[config.mk]
export PLATFORM = sky130hd
export DESIGN_NAME = mux8_scan_ctrl
export DESIGN_NICKNAME = d
export VERILOG_FILES = /design/src/rtl/mux_scan_pkg.sv /design/src/rtl/mux8_scan_ctrl_settle_timer.sv /design/src/rtl/mux8_scan_ctrl.sv
export SDC_FILE = /design/constraint.sdc
export NUM_CORES = 1
export LEC_CHECK = 0
export ABC_CLOCK_PERIOD_IN_PS = 3950
export BUFFER_PORTS_ARGS = -buffer_cell sky130_fd_sc_hd__buf_2
export CAP_MARGIN = 25
export CORE_AREA = 2 2 52 54
export DETAILED_ROUTE_END_ITERATION = 7
export DIE_AREA = 0 0 54 56
export PLACE_DENSITY = 0.6
export SYNTH_ARGS = -nofsm -noshare
export SYNTH_HDL_FRONTEND = slang
export SYNTH_SLANG_ARGS = --single-unit
[constraint.sdc]
create_clock -name clk -period 3.95 [get_ports clk]
set_input_delay 0.5925 -clock clk [delete_from_list [all_inputs] [get_ports clk]]
set_output_delay 0.5925 -clock clk [all_outputs]
set_load 0.05 [all_outputs]
[src/rtl/mux_scan_pkg.sv]
// mux_scan_pkg: shared state encoding and widths for the 8:1 mux scan controller
package mux_scan_pkg;
   typedef enum logic [1:0] {IDLE, SCAN, HOLD} state_t;
   localparam int NUM_CH = 8;
   localparam int SEL_W  = 3;
   localparam int CNT_W  = 4;
endpackage

[src/rtl/mux8_scan_ctrl_settle_timer.sv]
// settle_timer: counts enabled clocks and pulses done when the count reaches SETTLE_CYCLES
module settle_timer import mux_scan_pkg::*; #(
   parameter int SETTLE_CYCLES = 1
)(
   input  logic clk,
   input  logic rst,
   input  logic clr,
   input  logic en,
   output logic done
);
   logic [CNT_W-1:0] r_cnt;
   assign done = en && (r_cnt == CNT_W'(SETTLE_CYCLES));
   always_ff @(posedge clk)
      r_cnt <= (rst || clr || done) ? '0 : en ? r_cnt + CNT_W'(1) : r_cnt;
endmodule

[src/rtl/mux8_scan_ctrl.sv]
// mux8_scan_ctrl: steps an 8:1 mux through all channels, assembles a byte, hands it off valid/ready
// Define MUX_SCAN_PARITY_EN to add the registered even-parity output word_par.
module mux8_scan_ctrl import mux_scan_pkg::*; #(
   parameter int SETTLE_CYCLES = 1,
   parameter int CONTINUOUS    = 0
)(
   input  logic             clk,
   input  logic             rst,
   input  logic             start,
   input  logic             mux_out,
   output logic [SEL_W-1:0] sel,
   output logic             busy,
   output logic [7:0]       word_data,
   output logic             word_valid,
   input  logic             word_ready
`ifdef MUX_SCAN_PARITY_EN
   ,
   output logic             word_par
`endif
);
   state_t           r_state, w_state_nx;
   logic [SEL_W-1:0] r_sel, w_sel_nx;
   logic [7:0]       r_word, w_word_nx, w_word_smp;
   logic             r_valid, w_valid_nx;
   logic             w_clr, w_done, w_last;

   settle_timer #(.SETTLE_CYCLES(SETTLE_CYCLES)) u_timer (
      .clk  (clk),
      .rst  (rst),
      .clr  (w_clr),
      .en   (r_state == SCAN),
      .done (w_done)
   );

   assign w_last = r_sel == SEL_W'(NUM_CH - 1);

   always_comb begin
      w_state_nx         = r_state;
      w_sel_nx           = r_sel;
      w_word_nx          = r_word;
      w_valid_nx         = r_valid;
      w_clr              = 1'b0;
      w_word_smp         = r_word;
      w_word_smp[r_sel]  = mux_out;
      case (r_state)
         IDLE: if (start) begin
            w_state_nx = SCAN;
            w_sel_nx   = '0;
            w_clr      = 1'b1;
         end
         SCAN: if (w_done) begin
            w_word_nx  = w_word_smp;
            w_sel_nx   = w_last ? '0 : r_sel + SEL_W'(1);
            w_state_nx = w_last ? HOLD : SCAN;
            w_valid_nx = w_last;
         end
         HOLD: if (word_ready) begin
            w_valid_nx = 1'b0;
            w_state_nx = (CONTINUOUS != 0) ? SCAN : IDLE;
            w_clr      = 1'b1;
         end
         default: w_state_nx = IDLE;
      endcase
   end

   always_ff @(posedge clk) begin
      if (rst) begin
         r_state <= IDLE;
         r_sel   <= '0;
         r_word  <= '0;
         r_valid <= 1'b0;
      end else begin
         r_state <= w_state_nx;
         r_sel   <= w_sel_nx;
         r_word  <= w_word_nx;
         r_valid <= w_valid_nx;
      end
   end

`ifdef MUX_SCAN_PARITY_EN
   logic r_par;
   always_ff @(posedge clk)
      r_par <= rst ? 1'b0 : (r_state == SCAN && w_done && w_last) ? ^w_word_smp : r_par;
   assign word_par = r_par;
`endif

   assign sel        = r_sel;
   assign busy       = r_state != IDLE;
   assign word_data  = r_word;
   assign word_valid = r_valid;
endmodule

==> run metrics <==
Residual DRC 0; worst-case clock buffer depth 2; met3 usage 2.688%; Crit Path Category flip-flop to output port; final net count 124; worst-path fanout max 14; final setup TNS 0 ns; Post-CTS Resized 0; EDFF count, synth 0; Hold Violations, Final 0; asr flop ratio synth 0%; RR Endpoint word_data[4]$_SDFFE_PP0P_; Peak VDD IR 0.1450 mV; critical path cell sequence or2_2, buf_2; share of the synthesized area in the top cell type 38.97%; leakage 0.4536 nW; Critical Path AT 1.28 ns; synth cell count leaders dfxtp_1 (18), nand2b_1 (12), mux2i_1 (8), nand2_1 (8), a21oi_1 (7); final worst slack 2.074 ns; GRT met2 Usage 19.34%; Synth Cell Area 924.6 µm²; syn_nets 106; max-cap viol count 0; max-slew violation count 0; fin crit period 1.876 ns; DP Area 0.001030 mm²; H-tree levels 1; hold_buf cts 0; Syn. warnings 0; sequential fraction of the synthesis area 38.97%; TritonCTS Sinks 18; core area 0.002432 mm²; CP Launch Point r_state[0]$_SDFFE_PP0P_; met1 usage 21.02%; Post CTS Setup Buffer Count 0; Max Freq 533.0 MHz; Netlist cell types 33; power per cell area 315.4 mW/mm²; root buffer cell clkbuf_4; Tot Pwr 0.3362 mW; RSZ-0062 raised after global routing false; initial antenna violation count 0; worst-margin pin slew 0.5091 ns; Worst EP required 3.36 ns; Area contributors post-synth dfxtp_1 (39%), mux2i_1 (8.7%), nand2b_1 (8.1%); # diodes 0; CTS buffer count 3; Die Y-Extent 56 µm; Worst-Skew Late Latency 0.29 ns; drt pass-1 iters 4; I/O Buffers 17; Die Wd 54 µm; largest area contributor in the netlist dfxtp_1; status complete, no violations; crit start category flip-flop; worst hold path class flip-flop to flip-flop; DR vias/cell 5.396; Crit. End Element output port; antenna viol nets, final 0; first-pass GRT wire length 3229 µm; synthesized netlist cell count 97; drt first-iter violations 6; R2R depth 3; Crit path buffers/inverters 1; vias 777; GPL Wtd Cong 0.7622; share of layout cells above drive strength 1 21.93%; max incr delay on CP 0.56 ns; row cnt 18; worst clock skew 0.001405 ns; clk slew on worst S/H paths 0.11 ns; Slew HR 65.58%; CTS tree built; ys flop type dfxtp_1; CP max stage cell dfxtp_1; Worst Setup EP busy; final period utilization 47.50%; Reg-to-Reg Start r_state[0]$_SDFFE_PP0P_; IO Count 18; GRT Resource Usage Total 14.18%; Most Crowded Layer GR met1; Avg WL per Cell 12.91 µm; P&R area growth vs syn 15.29%; detailed placer's ending HPWL 1387 µm; Final setup viols 0; critical path's top delay family flip-flops; die area 0.003024 mm²; dpl ws 2.409 ns; post-route cell area 0.001066 mm²; Total Wirelength 1859 µm; top-count cell post-synth dfxtp_1; Avg Synthesized Cell Area 9.532 µm²; residual overflow from global routing 0; vias in the first global route 689; Crit. path cell count 2; pin count of the biggest net entering global routing 20; Initial Util 38.01%; Worst R2R Setup Slack 2.39 ns; synthesized flop and latch total 18
==> area by class of cell <==
| type | count | area (µm²) |
|---|---|---|
| Clock buffer | 4 | 36.28 |
| Fill cell | 247 | 1366 |
| Inverter | 5 | 18.77 |
| Multi-Input combinational cell | 70 | 528.0 |
| Sequential cell | 18 | 360.3 |
| Tap cell | 30 | 37.54 |
| Timing Repair Buffer | 17 | 85.08 |
==> logic make-up (layout without fill, tap and decap cells) <==
family | after synthesis | after routing | share of synthesized area [%]
buf+inv | 9 | 26 | 3.924
flops | 18 | 18 | 38.97
fa+ha+maj | 4 | 4 | 5.413
mux | 8 | 8 | 8.661
compound gates | 17 | 17 | 12.72
simple gates | 41 | 41 | 30.31
==> cells in the final DEF, fill, tap and decap left out, drive strengths merged, types with 3 or more instances in the layout <==
master  count
a21oi       7
buf        17
clkbuf      4
dfxtp      18
ha          4
inv         5
mux2i       8
nand2       8
nand2b     12
nand4       4
o32ai       3
==> routing by layer <==
layer  vias to the layer above  share of wire (%)
met5                         -                  0
met4                         0               0.81
met3                         2                4.1
met2                        14                 46
met1                       372                 49
li1                        389                  -
==> flip-flops by register name, summed over array words and instances (netlist names) <==
register       flops
r_state            2
word_data          8
sel                3
u_timer.r_cnt      4
word_valid         1
==> worst reg2reg max path: cells and delay by family (launching register included) <==
family | cells | cell delay, ns
AND/OR/NAND/NOR | 2 | 0.77
flip-flops | 1 | 0.56
multiplexers | 1 | 0.17
==> through the flow <==
step	utilization [%]	hold slack, ns	instances
final	43.83	0.4817	144
after global routing	43.83	0.4981	144
after CTS	43.83	0.4850	144
after detailed placement	42.34	0.4692	140
after global placement	42.34	0.4582	140
after floorplan	-	0.4620	97
==> worst min-delay path by stage <==
| stage | startpoint | to | slack, ns | cells past startpoint |
|---|---|---|---|---|
| CTS | word_data[5]$_SDFFE_PP0P_ | word_data[5]$_SDFFE_PP0P_ | 0.49 | 2 |
| finish | word_data[5]$_SDFFE_PP0P_ | word_data[5]$_SDFFE_PP0P_ | 0.48 | 2 |
| global route | word_data[5]$_SDFFE_PP0P_ | word_data[5]$_SDFFE_PP0P_ | 0.50 | 2 |
| floorplan | u_timer.r_cnt[1]$_SDFFE_PP0P_ | u_timer.r_cnt[1]$_SDFFE_PP0P_ | 0.46 | 2 |
| global placement | word_data[2]$_SDFFE_PP0P_ | word_data[2]$_SDFFE_PP0P_ | 0.46 | 2 |
| detailed placement | word_data[2]$_SDFFE_PP0P_ | word_data[2]$_SDFFE_PP0P_ | 0.47 | 2 |
==> power breakdown <==
group	internal, mW	leakage, nW	switching (mW)
Clock	0.0562	0.0210	0.0607
Combinational	0.0127	0.287	0.0185
Sequential	0.184	0.146	0.00422
No activity file was read; power rests on OpenSTA's default activity.
